[src/rtl/pipe_stage_reg.sv]
// pipe_stage_reg: generic MIPS32 inter-stage register carrying a payload and a
// valid bit, resolving advance / hold / bubble / flush from the core stall
// vector and a flush strobe.
// Optional feature macro: PIPE_STAGE_PERF_CNT_EN builds saturating stall,
// bubble and flush counters. Without it the counter outputs read 0 and
// clr_cnt is ignored.
module pipe_stage_reg #(
   parameter int unsigned          DATA_W    = 32,
   parameter int unsigned          STALL_W   = 6,
   parameter int unsigned          STAGE     = 3,
   parameter logic [DATA_W-1:0]    NOP_VALUE = '0,
   parameter int unsigned          CNT_W     = 32
) (
   input  logic                 clk,
   input  logic                 rst,
   input  logic [STALL_W-1:0]   stall,
   input  logic                 flush,
   input  logic [DATA_W-1:0]    data_i,
   input  logic                 valid_i,
   output logic [DATA_W-1:0]    data_o,
   output logic                 valid_o,
   output logic                 hold_o,
   input  logic                 clr_cnt,
   output logic [CNT_W-1:0]     stall_cnt_o,
   output logic [CNT_W-1:0]     bubble_cnt_o,
   output logic [CNT_W-1:0]     flush_cnt_o
);

   logic stall_self;
   logic nxt;

   // The top stage has no downstream stall bit, so it can never hold.
   generate
      if (STAGE == STALL_W - 1) begin : g_top_stage
         assign nxt = 1'b0;
      end else begin : g_mid_stage
         assign nxt = stall[STAGE+1];
      end
   endgenerate

   assign stall_self = stall[STAGE];

   // Only two stall bits matter; the rest are consumed here to keep lint quiet.
   logic unused_stall;
   assign unused_stall = &{1'b0, stall};

   logic do_flush;
   logic do_bubble;
   logic do_hold;

   assign do_flush  = ~rst & flush;
   assign do_bubble = ~rst & ~flush & stall_self & ~nxt;
   assign do_hold   = ~rst & ~flush & stall_self & nxt;
   assign hold_o    = do_hold;

   logic [DATA_W-1:0] data_d,  data_q;
   logic              valid_d, valid_q;

   // Next payload/valid: reset, flush and bubble all load a NOP; hold keeps.
   always_comb begin
      data_d  = data_q;
      valid_d = valid_q;
      if (rst || flush || do_bubble) begin
         data_d  = NOP_VALUE;
         valid_d = 1'b0;
      end else if (!stall_self) begin
         data_d  = data_i;
         valid_d = valid_i;
      end
   end

   // Stage register.
   always_ff @(posedge clk) begin
      data_q  <= data_d;
      valid_q <= valid_d;
   end

   assign data_o  = data_q;
   assign valid_o = valid_q;

`ifdef PIPE_STAGE_PERF_CNT_EN
   localparam logic [CNT_W-1:0] CNT_MAX = {CNT_W{1'b1}};

   logic [CNT_W-1:0] stall_cnt_d,  stall_cnt_q;
   logic [CNT_W-1:0] bubble_cnt_d, bubble_cnt_q;
   logic [CNT_W-1:0] flush_cnt_d,  flush_cnt_q;

   // Saturating event counters; clr_cnt wins over a coincident event.
   always_comb begin
      stall_cnt_d  = stall_cnt_q;
      bubble_cnt_d = bubble_cnt_q;
      flush_cnt_d  = flush_cnt_q;
      if (rst || clr_cnt) begin
         stall_cnt_d  = '0;
         bubble_cnt_d = '0;
         flush_cnt_d  = '0;
      end else begin
         if (do_hold && stall_cnt_q != CNT_MAX)
            stall_cnt_d = stall_cnt_q + CNT_W'(1);
         if (do_bubble && bubble_cnt_q != CNT_MAX)
            bubble_cnt_d = bubble_cnt_q + CNT_W'(1);
         if (do_flush && flush_cnt_q != CNT_MAX)
            flush_cnt_d = flush_cnt_q + CNT_W'(1);
      end
   end

   // Counter registers.
   always_ff @(posedge clk) begin
      stall_cnt_q  <= stall_cnt_d;
      bubble_cnt_q <= bubble_cnt_d;
      flush_cnt_q  <= flush_cnt_d;
   end

   assign stall_cnt_o  = stall_cnt_q;
   assign bubble_cnt_o = bubble_cnt_q;
   assign flush_cnt_o  = flush_cnt_q;
`else
   logic unused_clr;
   assign unused_clr   = &{1'b0, clr_cnt};
   assign stall_cnt_o  = '0;
   assign bubble_cnt_o = '0;
   assign flush_cnt_o  = '0;
`endif

endmodule

[config.mk]
export PLATFORM = sky130hd
export DESIGN_NAME = pipe_stage_reg
export DESIGN_NICKNAME = d
export VERILOG_FILES = /design/src/rtl/pipe_stage_reg.sv
export SDC_FILE = /design/constraint.sdc
export NUM_CORES = 1
export LEC_CHECK = 0
export ABC_AREA = 1
export CORE_ASPECT_RATIO = 1.2
export CORE_UTILIZATION = 35
export CTS_CLUSTER_SIZE = 12
export DETAILED_ROUTE_END_ITERATION = 6
export PLACE_DENSITY = 0.86
export SETUP_SLACK_MARGIN = 0.15
export SKIP_LAST_GASP = 1
export SLEW_MARGIN = 40
export SYNTH_ARGS = -nofsm -noshare
export SYNTH_HDL_FRONTEND = slang
export SYNTH_SLANG_ARGS = --single-unit
[constraint.sdc]
create_clock -name clk -period 1.5 [get_ports clk]
set_input_delay 0.225 -clock clk [delete_from_list [all_inputs] [get_ports clk]]
set_output_delay 0.225 -clock clk [all_outputs]
set_load 0.01 [all_outputs]
==> results.cfg, run 1 <==
[die]
row_count = 31
coreArea_mm2 = 0.00609
pin_count = 173
start_util_pct = 36.7
die_w_um = 74.9
die_h_um = 89.5
die-area_mm2 = 0.00671

[timing]
setup_viol = 0
period_needed_ps = 1270
rsz0062_at_grt = false
timing.fmax_mhz = 789
slew_violations = 0
fin_crit_sh_pct = 84.5
tns_ps = 0
hold_violations = 0
fin_worst_skew_ps = 0

[grt]
grt.total_usage_pct = 11.2
grt_max_degree = 37
antenna_found_initial = 0
grt_pass1_vias = 1421
gr-total-overflow = 0
grt_first_pass_wirelength_um = 5700

[route]
vias_per_cell = 3.56
dr_total_vias = 1767
ant_nets = 0
drt-total-wl_um = 3700
dr.pass1.iters = 4
drc = 0
first_iter_violations = 17
wl_per_cell_um = 7.45

[critical_path]
cpPeakStageDelay_ps = 410
regToRegEndpoint = data_o[0]$_SDFFE_PP0N_
crit_path_start_kind = input pin
crit_type = in -> out
r2r_cells = 4
r2r_start = data_o[0]$_SDFFE_PP0N_
worst_ep_arrival_time_ps = 1040
endpoint_kind = primary output
r2r_slack_ps = 830
path_cells = clkdlybuf4s50_1 -> nor2_2 -> nand2_1 -> nor2_1 -> clkbuf_2
crit_fanout = 2
critPathRequiredTime_ps = 1270
crit_slowest_cell = clkdlybuf4s50_1

[cells_and_area]
nNetsFinal = 457
layout-drive-gt1-share_pct = 3.14
regArea_um2 = 661
diodes = 0
fin_util_pct = 43.9
multiInputGateArea_um2 = 880
syn_to_final_growth_pct = 19.8
fillers = 657
design_area_mm2 = 0.00268
final_common_cell = nor2_1
final_cell_mix = nor2_1 (99), conb_1 (96), inv_1 (67)

[yosys]
ys_ff_latch = 33
yosys.area.top_type = buf_4
yosysWarnings = 0
ys_seq_area_share_pct = 29.6
synthCells = 345
synth_cell_types = 9
yosys.area.top_type_share_pct = 32.3
synthTopCellsByArea = buf_4 (32%), dfxtp_1 (30%), nor2_1 (17%)
syn_avg_cell_area_um2 = 6.47
synth_area_mm2 = 0.00223

[power]
ir_drop_mv = 0.344
power_density_mw_per_mm2 = 731
static-leakage-power_nw = 1.75

[place]
gp_congestion = 0.700
place_hpwl_um = 2890
placed_area_mm2 = 0.00263
portBuffers = 71

[run_status]
status = finished clean

[clocking]
clk_pin_slew_ps = 60
clock-root-buffer = clkbuf_8
cts_hold_buf = 0
postCtsSetupBuffers = 0
cts_sinks = 33
cts-htree-levels = 2
insertion_delay_ps = 270
tritoncts = yes
post_cts_resized = 34
cts-buffers-inserted = 5
clockBufferDepth = 2

[job]
cap_violations = 0

[worst_hold_path]
min_from = data_o[10]$_SDFFE_PP0N_
hold_depth = 4
worstHoldEndpoint = data_o[10]$_SDFFE_PP0N_
hold_path.class = reg -> reg
[sequential cells by signal (all words and copies together), names as in the netlist]
signal,cells
data_o,32
valid_o,1
[worst max-delay path by stage]
| stage | end | cells past startpoint | startpoint |
|---|---|---|---|
| 2_1_floorplan | hold_o | 5 | stall[3] |
| 3_3_place_gp | hold_o | 5 | rst |
| 3_5_place_dp | hold_o | 5 | rst |
| 4_1_cts | hold_o | 5 | rst |
| 5_1_grt | hold_o | 5 | rst |
| 6_report | hold_o | 5 | rst |
[Yosys cell counts]
master,number
nor2_1,100
buf_4,96
inv_1,67
nand2_1,36
dfxtp_1,33
buf_2,7
buf_6,4
conb_1,1
nor2_2,1
[layout make-up]
class / count / share of cell area (%)
Inverter: 67 / 9.40
Tap cell: 82 / 3.84
Multi-Input combinational cell: 233 / 32.9
Clock buffer: 7 / 3.23
Timing Repair Buffer: 74 / 26.0
Sequential cell: 33 / 24.7
[metrics by stage]
stage	setup WS [ps]	power (mW)	std cells	hold WS (ps)
6_report	232	1.95	496	541
5_1_grt	162	2.08	496	588
4_1_cts	90.6	1.99	496	548
3_5_place_dp	-171	1.33	489	536
3_3_place_gp	-156	1.32	489	525
2_1_floorplan	469	1.36	440	443
[routing by layer]
layer  part of all wire (%)  wire (µm)  global-route usage [%]  vias up
met5                      0          0                       0        -
met4                    1.4         52                    5.32        0
met2                     54       1990                    22.4      100
met3                    9.1        337                    3.95        6
li1                       -          -                       -      902
met1                     36       1320                    9.54      759
[kinds of logic after synthesis]
logic type / synth area share [%]
other cells: 0.168
buf+inv: 47.1
flops: 29.6
simple gates: 23.1
[critical path: cells and delay by family]
kind / cells / cell delay (ps)
buffers and inverters: 2 / 550
AND/OR/NAND/NOR: 3 / 260
[report_power, final]
| group | total (mW) | switching [mW] | leakage, nW | internal [mW] |
|---|---|---|---|---|
| logic | 0.381 | 0.230 | 1.44 | 0.151 |
| registers | 0.910 | 0.0101 | 0.268 | 0.900 |
| clock network | 0.663 | 0.300 | 0.0443 | 0.364 |
Power figures use the tool's default switching activity.
==> inputs of run 2 (changes only) <==
--- a/config.mk
+++ b/config.mk
@@ -7,10 +7,10 @@
 export LEC_CHECK = 0
 export ABC_AREA = 1
 export CORE_ASPECT_RATIO = 1.2
-export CORE_UTILIZATION = 35
+export CORE_UTILIZATION = 34
 export CTS_CLUSTER_SIZE = 12
 export DETAILED_ROUTE_END_ITERATION = 6
-export PLACE_DENSITY = 0.86
+export PLACE_DENSITY = 0.84
 export SETUP_SLACK_MARGIN = 0.15
 export SKIP_LAST_GASP = 1
 export SLEW_MARGIN = 40
==> constraint.sdc (replaced) <==
create_clock -name clk -period 1.25 [get_ports clk]
set_input_delay 0.1875 -clock clk [delete_from_list [all_inputs] [get_ports clk]]
set_output_delay 0.1875 -clock clk [all_outputs]
set_load 0.01 [all_outputs]
==> run 2 against run 1 <==
Net effect: cell count up 0.81%; die area up 2.9%; clock skew unchanged; core utilization down 1.7 points; clock power up 15%; critical path depth down 4; sequential share of layout area down 0.29 points; total power up 19%; clock-buffer cell count up 1; via count down 2.8%; critical path type is now reg -> out; largest power group unchanged.
==> results.cfg, run 2 (synthesis gave the netlist of run 1 again) <==
[timing]
slew_violations = 0
timing.fmax_mhz = 939
fin_crit_sh_pct = 85.2
hold_violations = 0
period_needed_ps = 1060
tns_ps = 0
rsz0062_at_grt = false
fin_worst_skew_ps = 0
setup_viol = 0

[cells_and_area]
fin_cells = 500
syn_to_final_growth_pct = 21.2
final_common_cell = nor2_1
final_cell_mix = nor2_1 (99), conb_1 (96), inv_1 (66)
largest_reg_flops = 32
layout-drive-gt1-share_pct = 3.86
nNetsFinal = 457
diodes = 0

[die]
die_h_um = 90.8
row_count = 32
start_util_pct = 34.9
coreArea_mm2 = 0.00641
die_w_um = 76.0
pin_count = 173
die-area_mm2 = 0.00690

[power]
ir_drop_mv = 0.424
p_int_mw = 1.66
p_sw_mw = 0.656
power_density_mw_per_mm2 = 857
pwr-share-clk_pct = 32.8
power.total_mw = 2.32
seqPwrFrac_pct = 47.2
switching_share_pct = 28.3
static-leakage-power_nw = 1.70
combPwrFrac_pct = 20.0

[place]
dp_cells = 491
portBuffers = 71
gp_congestion = 0.686
place_hpwl_um = 2600

[critical_path]
critPathRequiredTime_ps = 1060
crit_type = reg -> out
cp_top_family = flip-flops
crit_fanout = 2
worst_ep_arrival_time_ps = 880
crit_path_start_kind = register
crit_slowest_cell = dfxtp_1
critPathBufInv = 1
endpoint_kind = primary output
cpPeakStageDelay_ps = 340
path_cells = dlygate4sd2_1

[grt]
antenna_found_initial = 0
grt.total_usage_pct = 10.4
grt_first_pass_wirelength_um = 5890
gr-total-overflow = 0
grt_pass1_vias = 1424
grt_max_degree = 68

[route]
vias_per_cell = 3.44
wl_met1_um = 1420
met3WireLength_um = 283
first_iter_violations = 24
drt-total-wl_um = 3600
wl_per_cell_um = 7.20
drc = 0
ant_nets = 0
dr.pass1.iters = 4
highest_layer = met4
wl_met2_um = 1840
dr_total_vias = 1718

[clocking]
clock-root-buffer = clkbuf_8
insertion_delay_ps = 270
cts-buffers-inserted = 5
tritoncts = yes
cts-htree-levels = 2
cts_sinks = 33
clk_pin_slew_ps = 70
clockBufferDepth = 2

[job]
cap_violations = 0

[run_status]
status = finished clean

[worst_hold_path]
hold_path.class = in -> reg
[run 2: through the flow]
stage | utilization [%] | hold slack [ps] | worst slack, ps | instance area [µm²]
finish | 42.2 | 504 | 185 | 2710
global route | 42.2 | 530 | 150 | 2710
CTS | 41.8 | 494 | -105 | 2680
detailed placement | 41.2 | 533 | -368 | 2640
global placement | 41.2 | 525 | -338 | 2640
floorplan | - | 406 | 294 | 2590
[run 2: power by group through the flow]
| stage | Clock, mW | Sequential [mW] | Combinational, mW |
|---|---|---|---|
| finish | 0.761 | 1.09 | 0.464 |
| detailed placement | 0 | 1.12 | 0.476 |
| global placement | 0 | 1.12 | 0.469 |
| global route | 0.854 | 1.10 | 0.520 |
| floorplan | 0 | 1.13 | 0.499 |
| CTS | 0.803 | 1.09 | 0.458 |
[run 2: final timing paths]
kind / startpoint / end / slack [ps] / cells after the start
worst max-delay path: data_o[6]$_SDFFE_PP0N_ / data_o[6] / 190 / 1
worst min-delay path: stall[3] / data_o[31]$_SDFFE_PP0N_ / 500 / 5
worst max register to register: data_o[13]$_SDFFE_PP0N_ / data_o[13]$_SDFFE_PP0N_ / 570 / 4
worst min register to register: data_o[7]$_SDFFE_PP0N_ / data_o[7]$_SDFFE_PP0N_ / 540 / 4
[run 2: final cells by class]
| type | count | area [µm²] |
|---|---|---|
| tap | 85 | 106 |
| timing repair buffer | 74 | 728 |
| inverter | 67 | 251 |
| multi-input combinational | 233 | 880 |
| sequential | 33 | 661 |
| clock buffer | 8 | 80.1 |
| fill | 659 | 3700 |
[run 2: routing by layer]
| layer | up-vias | GRT usage (%) |
|---|---|---|
| met1 | 709 | 10.7 |
| li1 | 904 | - |
| met5 | - | 0 |
| met3 | 5 | 3.23 |
| met4 | 0 | 4.33 |
| met2 | 100 | 19.4 |
[run 2: what timing repair did]
item	in CTS	in global routing
endpoints found under the setup margin	34	24
pin swaps	0	3
hold buffers	0	0
buffers inserted	0	1
gates resized for setup	34	34
==> inputs of run 3 (changes only) <==
--- a/config.mk
+++ b/config.mk
@@ -7,10 +7,12 @@
 export LEC_CHECK = 0
 export ABC_AREA = 1
 export CORE_ASPECT_RATIO = 1.2
+export CORE_MARGIN = 3
 export CORE_UTILIZATION = 34
 export CTS_CLUSTER_SIZE = 12
 export DETAILED_ROUTE_END_ITERATION = 6
 export PLACE_DENSITY = 0.84
+export RECOVER_POWER = 50
 export SETUP_SLACK_MARGIN = 0.15
 export SKIP_LAST_GASP = 1
 export SLEW_MARGIN = 40
==> run 3 against run 2 <==
Net effect: register-to-register slack about the same; first-iteration DRC count grew 33%; wire length is 12% higher; critical path depth unchanged; clock skew stayed put; clock-buffer cell count fell by 2; fmax increased by 1.4%; non-clock buffer count increased by 1; critical endpoint is now data_o[13]; largest cell class unchanged.
==> results.cfg, run 3 (synthesis gave the netlist of run 1 again) <==
[power]
ir_drop_mv = 0.466
p_int_mw = 1.65
combPwrFrac_pct = 20.0
pwr-share-clk_pct = 32.8
p_sw_mw = 0.668
static-leakage-power_nw = 1.69
power_density_mw_per_mm2 = 866
seqPwrFrac_pct = 47.2
power.total_mw = 2.31
switching_share_pct = 28.8

[timing]
timing.fmax_mhz = 952
fin_ws_ps = 200
fin_crit_sh_pct = 84.0
period_needed_ps = 1050
setup_viol = 0
fin_worst_skew_ps = 0
slew_violations = 0
rsz0062_at_grt = false
hold_violations = 0

[critical_path]
crit_path_start_kind = register
crit_slowest_cell = dfxtp_1
regToRegEndpoint = data_o[6]$_SDFFE_PP0N_
worst_ep_arrival_time_ps = 860
crit_type = reg -> out
endpoint_kind = primary output
path_cells = clkdlybuf4s15_1
crit_fanout = 2
cp_top_family = flip-flops
r2r_start = data_o[6]$_SDFFE_PP0N_
critPathRequiredTime_ps = 1060
r2r_cells = 4
r2r_slack_ps = 570
cpPeakStageDelay_ps = 340
critPathBufInv = 1

[die]
row_count = 31
die_h_um = 94.8
coreArea_mm2 = 0.00621
die_w_um = 80.0
die-area_mm2 = 0.00758
pin_count = 173
start_util_pct = 36.0

[route]
vias_per_cell = 3.45
ant_nets = 0
drc = 0
drt-total-wl_um = 4040
dr_total_vias = 1717
first_iter_violations = 32
wl_per_cell_um = 8.11
dr.pass1.iters = 3

[cells_and_area]
final_cell_mix = nor2_1 (99), conb_1 (96), inv_1 (67)
syn_to_final_growth_pct = 19.6
design_area_mm2 = 0.00267
diodes = 0
fin_util_pct = 43.0
fin_cells = 498
layout-drive-gt1-share_pct = 6.01
largest_reg_flops = 32
nNetsFinal = 458
final_common_cell = nor2_1

[place]
place_hpwl_um = 3150
portBuffers = 71
placed_area_mm2 = 0.00265
dp_slack_ps = -360
dp_cells = 489
gp_congestion = 0.666

[grt]
antenna_found_initial = 0
grt_pass1_vias = 1396
grt_first_pass_wirelength_um = 5800
grt.total_usage_pct = 9.61
gr-total-overflow = 0
grt_max_degree = 40

[clocking]
cts-htree-levels = 2
insertion_delay_ps = 270
clockBufferDepth = 2
cts_sinks = 33
cts-buffers-inserted = 5
tritoncts = yes
clock-root-buffer = clkbuf_8
clk_pin_slew_ps = 70

[job]
cap_violations = 0

[worst_hold_path]
min_from = stall[3]
worstHoldEndpoint = data_o[31]$_SDFFE_PP0N_
hold_path.class = in -> reg
hold_depth = 5

[run_status]
status = finished clean
[run 3: power by group through the flow]
stage | clock (mW) | combinational [mW] | sequential [mW]
2_1_floorplan | 0 | 0.499 | 1.13
3_3_place_gp | 0 | 0.474 | 1.12
3_5_place_dp | 0 | 0.480 | 1.12
4_1_cts | 0.819 | 0.463 | 1.09
5_1_grt | 0.863 | 0.526 | 1.10
6_report | 0.758 | 0.464 | 1.09
[run 3: layer usage]
metal	vias up	global-route usage [%]	share of wire, %
li1	905	-	-
met1	706	9.28	35
met2	100	17.7	51
met3	6	4.20	12
met4	0	3.80	1.4
met5	-	0	0
[run 3: layout make-up]
type	count	area, µm²
Clock inverter	2	10.0
Fill cell	675	3530
Inverter	67	251
Multi-Input combinational cell	233	880
Timing Repair Buffer	75	694
Tap cell	82	103
Sequential cell	33	661
Clock buffer	6	72.6
[run 3: worst max-delay path by stage]
stage          cells after the start                    start         end  slack [ps]
5_1_grt                            1  data_o[11]$_SDFFE_PP0N_  data_o[11]         150
2_1_floorplan                      5                 stall[3]      hold_o         290
3_3_place_gp                       5                      rst      hold_o        -350
3_5_place_dp                       5                      rst      hold_o        -360
4_1_cts                            5                      rst      hold_o         -90
6_report                           1  data_o[13]$_SDFFE_PP0N_  data_o[13]         200
[run 3: stage by stage]
step           hold WS [ps]  TNS, ps
3_5_place_dp            540     -360
3_3_place_gp            525     -349
2_1_floorplan           406        0
4_1_cts                 447    -93.1
6_report                455        0
5_1_grt                 487        0
[run 3: what timing repair did]
action | CTS | global route
gates resized for setup | 39 | 40
pin swaps | 0 | 3
hold buffers | 0 | 0
setup endpoints to repair | 34 | 27
setup buffers | 0 | 1
gates cloned | 0 | 0
==> RTL edit 1 (settings of run 2) <==
Build with the macro `PIPE_STAGE_PERF_CNT_EN` defined.
--- a/src/rtl/pipe_stage_reg.sv
+++ b/src/rtl/pipe_stage_reg.sv
@@ -5,4 +5,6 @@
 // bubble and flush counters. Without it the counter outputs read 0 and
 // clr_cnt is ignored.
+`define PIPE_STAGE_PERF_CNT_EN
+
 module pipe_stage_reg #(
    parameter int unsigned          DATA_W    = 32,
Formal check against the unedited RTL: not equivalent (Yosys sat finds a counterexample within 4 cycles, from zero or initial values).
==> RTL edit 1 against run 2 <==
Clock skew up 0.013 ns; count of clock-buffer cells in the layout up 11; maximum frequency down 38%; the flow now finishes with violations (negative setup slack); setup slack worse by 0.65 ns; synthesized cell count rose to 3.3 times the old value; synthesized area rose to 3.1 times the old value; final cell count rose to 3.7 times the old value; total power rose to 4.2 times the old value; final area rose to 5.0 times the old value; routed wire length rose to 8.7 times the old value; first-iteration DRC count rose to 38 times the old value; sequential cell count up 96.
==> RTL edit 1: results (changes against run 2) <==
- Run status: finished with violations (was finished, final reports clean)
- Failing checks: negative setup slack
- IO Port Bufs: 168 (was 71)
- Pre-antenna DRT Iters: 5 (was 4)
- Worst slack, placed: -0.840 ns (was -0.368 ns)
- WP data arrival: 2.07 ns (was 0.88 ns)
- Tot Pwr: 9700 uW (was 2320 uW)
- Gr usage total: 26.3% (was 10.4%)
- Sw Pwr: 2400 uW (was 656 uW)
- Largest net degree at the start of global routing: 38 (was 68)
- Cells after synthesis: 1133 (was 345)
- Total negative slack: -36.91 ns (was 0 ns)
- Worst Skew: 0.0133 ns (was 0 ns)
- Reg2reg path depth: 10 (was 4)
- Crit Path Max Fanout: 7 (was 2)
- Grt met2 use: 48.7% (was 19.4%)
- Met2 wire len: 15.9 mm (was 1.84 mm)
- Fill cells: 1372 (was 659)
- GR Util met1: 27.5% (was 10.7%)
- First-pass GRT wire length: 44.2 mm (was 5.89 mm)
- Leak: 0.00587 uW (was 0.00170 uW)
- Skew-Pair Late Insertion Delay: 0.43 ns (was 0.27 ns)
- H-tree Lvls: 4 (was 2)
- HP Start: data_i[9] (was stall[3])
- RePlAce Congestion: 0.908 (was 0.686)
- Initial DRC count: 907 (was 24)
- Final wirelength: 31.3 mm (was 3.60 mm)
- Synth cell types: 30 (was 9)
- Slack of the critical path: -0.460 ns (was 0.185 ns)
- Met3 wire len: 2.05 mm (was 283 um)
- Clk. pwr: 4880 uW (was 761 uW)
- Via count: 9845 (was 1718)
- Clock buffer count from CTS: 17 (was 5)
- Post-synth top cells: nand2_1, nor2_1, dfxtp_1 (was nor2_1, buf_4, inv_1)
- Finished Layout Cells: 1860 (was 500)
- Reg2Reg Launch Point: stall_cnt_o[1] (was data_o[13])
- Total sequential power: 4160 uW (was 1090 uW)
- Post-synthesis sequential area ratio: 37.2% (was 29.6%)
- Layout cells sized above 1: 51.6% (was 3.86%)
- CTS Root Cell: clkbuf_16 (was clkbuf_8)
- Final #Nets: 1633 (was 457)
- DP Wirelength: 17.4 mm (was 2.60 mm)
- Vias in the first global route: 9496 (was 1424)
- Leading post-synthesis cells by cell area: dfxtp_1, nand2_1, nor2_1 (was buf_4, dfxtp_1, nor2_1)
- Cell count after placement: 1763 (was 491)
- Area Growth Syn to Fin: 96.2% (was 21.2%)
- Hold Path Depth: 3 (was 5)
- Final setup fails: 107 (was 0)
- Metal-1 WL: 11.4 mm (was 1.42 mm)
- Largest vdd supply drop: 0.000945 V (was 0.000424 V)
- Placed cell area: 11000 um^2 (was 2640 um^2)
## RTL edit 1: cell types whose count changed in the layout (fill, tap and decap cells not counted), moves of 25 or more
cell	run 2	this run
buf_6	0	215
buf_4	1	165
a21oi_1	0	50
nand3_1	0	32
nand3_2	0	38
dfxtp_1	33	6
nand2_1	36	335
nor2_1	99	185
dfxtp_2	0	110
conb_1	96	0
nor2_4	0	25
a21oi_2	0	56
nor2_2	2	37
nand2_2	0	29
## RTL edit 1: worst max-delay path, stage by stage (launching register included)
cell and delay [ns]:
dfxtp_4 0.36, ha_4 0.15, nand2_4 0.05, nor2_4 0.18
nand2_4 0.12, nor2_8 0.16, nand3_4 0.13, nand2_8 0.13
buf_12 0.16, nand2_2 0.07, a21oi_2 0.13
## RTL edit 1: repair_timing
| item | CTS | global route |
|---|---|---|
| endpoints found under the setup margin | 259 | 249 |
| pin swaps | 37 | 64 |
| buffers inserted | 41 | 17 |
| resized for setup | 866 | 214 |
| cloned | 7 | 1 |
## RTL edit 1: final cells by class
cell class	instances	share of cell area, %
Tap cell	261	2.40
Timing Repair Buffer	466	34.2
Multi-Input combinational cell	882	36.4
Clock inverter	12	0.790
Clock buffer	19	3.33
Sequential cell	129	20.3
Inverter	91	2.54
## RTL edit 1: path summary, 6_finish.rpt
kind | to | slack [ns]
min | data_o[9] | 0.30
min reg2reg | valid_o | 0.45
max | stall_cnt_o[7] | -0.46
max reg2reg | stall_cnt_o[7] | -0.46
## RTL edit 1: logic make-up (layout without fill, tap and decap cells)
kind of cell    Yosys count  after routing  share of synthesized area [%]
xor+xnor                 16             16                           2.02
compound gates          118            118                           8.56
flops                   129            129                           37.2
simple gates            745            745                           44.6
fa+ha+maj                 3              3                          0.541
buf+inv                 122            588                           7.08
==> RTL edit 2 (settings of run 2) <==
Made on the original files. Change the parameter `CNT_W` from 32 to 48.
--- a/src/rtl/pipe_stage_reg.sv
+++ b/src/rtl/pipe_stage_reg.sv
@@ -10,5 +10,5 @@
    parameter int unsigned          STAGE     = 3,
    parameter logic [DATA_W-1:0]    NOP_VALUE = '0,
-   parameter int unsigned          CNT_W     = 32
+   parameter int unsigned          CNT_W     = 48
 ) (
    input  logic                 clk,
Interface: changed (resized bubble_cnt_o, flush_cnt_o and stall_cnt_o); port bits go from 173 to 221. No check against the original RTL was run, so the function may have changed too.
==> RTL edit 2 against run 2 <==
Worst hold slack got worse by 0.050 ns; highest routed layer unchanged; routed wire length up 12%; sequential cell count unchanged; total power rose by 15%; final cell count increased by 11%; critical endpoint is now data_o[8]; final area grew 7.6%; synthesized cell count is 14% higher; synthesized area rose by 16%; critical path type unchanged; setup slack improved by 0.0031 ns; non-clock buffer count increased by 1; clock power is 37% higher; first-iteration DRC count increased by 130%; largest power group unchanged.
==> RTL edit 2: results (changes against run 2) <==
- Leading post-synthesis cells by cell area: buf_4, dfxtp_1, nor2_1 (unchanged)
- Reg2Reg Launch Point: data_o[6] (was data_o[13])
- Final #Nets: 506 (was 457)
- RePlAce Congestion: 0.652 (was 0.686)
- Largest net degree at the start of global routing: 38 (was 68)
- Pre-antenna DRT Iters: 4 (unchanged)
- Final min period: 1.06 ns (about the same)
- CP Launch Point: data_o[8] (was data_o[6])
- Post-synth ARST share: 0% (unchanged)
- Leak: 0.00185 uW (was 0.00170 uW)
- Vias in the first global route: 1479 (was 1424)
- Post-synthesis sequential area ratio: 25.5% (was 29.6%)
- Register-to-register setup slack: around 0.58 ns
- Cell count after placement: 545 (was 491)
- Largest vdd supply drop: 0.000576 V (was 0.000424 V)
- CP endpoint: data_o[8] (was data_o[6])
- Post-synth top cells: buf_4, nor2_1, inv_1 (was nor2_1, buf_4, inv_1)
- DP Wirelength: 3.16 mm (was 2.60 mm)
- Crit-path max cell delay: between 0.3 and 0.4 ns
- Syn Area/Cell: 6.60 um^2 (was 6.47 um^2)
- Worst slack, placed: -0.352 ns (was -0.368 ns)
- Layout cells sized above 1: 5.39% (was 3.86%)
- Via count: 1900 (was 1718)
- Run status: finished, final reports clean (unchanged)
- Final wirelength: 4.05 mm (was 3.60 mm)
- First-pass GRT wire length: 6.18 mm (was 5.89 mm)
- Gr usage total: 10.0% (was 10.4%)
- R2r endpoint: data_o[6] (was data_o[13])
- Via density per instance: 3.43 (was 3.44)
- Initial DRC count: 54 (was 24)
- Worst path slowest cell: dfxtp_1 (unchanged)
## RTL edit 2: cell types whose count changed after synthesis, sizes merged
| cell | delta |
|---|---|
| buf | +48 |
## RTL edit 2: repair_timing
action / CTS / global route
pin swaps: 0 / 3
resized for setup: 37 / 46
endpoints found under the setup margin: 34 / 33
setup buffers: 0 / 1
## RTL edit 2: through the flow
| stage | TNS [ns] | power [uW] | utilization (%) | cell area (um^2) |
|---|---|---|---|---|
| detailed placement | -0.352 | 1660 | 38.7 | 2840 |
| floorplan | 0 | 1800 | - | 3130 |
| CTS | -0.0887 | 2700 | 39.8 | 2910 |
| global route | 0 | 2840 | 39.8 | 2910 |
| global placement | -0.327 | 1650 | 38.7 | 2840 |
| finish | 0 | 2670 | 39.8 | 2910 |
## RTL edit 2: layout make-up
type / instances / area, um^2
Multi-Input combinational cell: 281 / 1060
Inverter: 67 / 251
Tap cell: 90 / 113
Sequential cell: 33 / 661
Timing Repair Buffer: 75 / 712
Fill cell: 780 / 4400
Clock buffer: 7 / 86.3
Clock inverter: 1 / 30.0
## RTL edit 2: worst min-delay path by stage
stage,to,slack [ns],depth (start not counted),start
floorplan,data_o[0],0.41,4,data_i[0]
global placement,data_o[31],0.53,4,data_o[31]
detailed placement,data_o[13],0.54,4,data_o[13]
CTS,data_o[12],0.45,5,stall[3]
global route,data_o[13],0.48,5,stall[3]
finish,data_o[4],0.45,5,stall[3]
## RTL edit 2: power breakdown
part / total (uW) / switching (uW) / internal, uW
clock network: 1040 / 389 / 650
registers: 1090 / 14.0 / 1080
logic: 533 / 346 / 187
## RTL edit 2: worst register-to-register path: cells and delay by family, from the launching register on
family	cells	cell delay, ns
flip-flops	1	0.32
AND/OR/NAND/NOR	3	0.22
buffers and inverters	1	0.03
## RTL edit 2: logic make-up after synthesis
| kind of cell | Yosys count | share of synthesized area [%] |
|---|---|---|
| other | 1 | 0.145 |
| buffers and inverters | 222 | 54.5 |
| AND/OR/NAND/NOR | 137 | 19.9 |
| flip-flops | 33 | 25.5 |
## RTL edit 2: per-layer routing
metal  part of all wire [%]  GRT usage [%]  vias to the layer above  routed length [um]
met5                      0              0                        -                   0
met4                    1.5           4.05                        0                  61
met3                     11           4.32                        5                 444
met2                     53           17.9                      125                2150
met1                     34           9.75                      817                1400
li1                       -              -                      953                   -
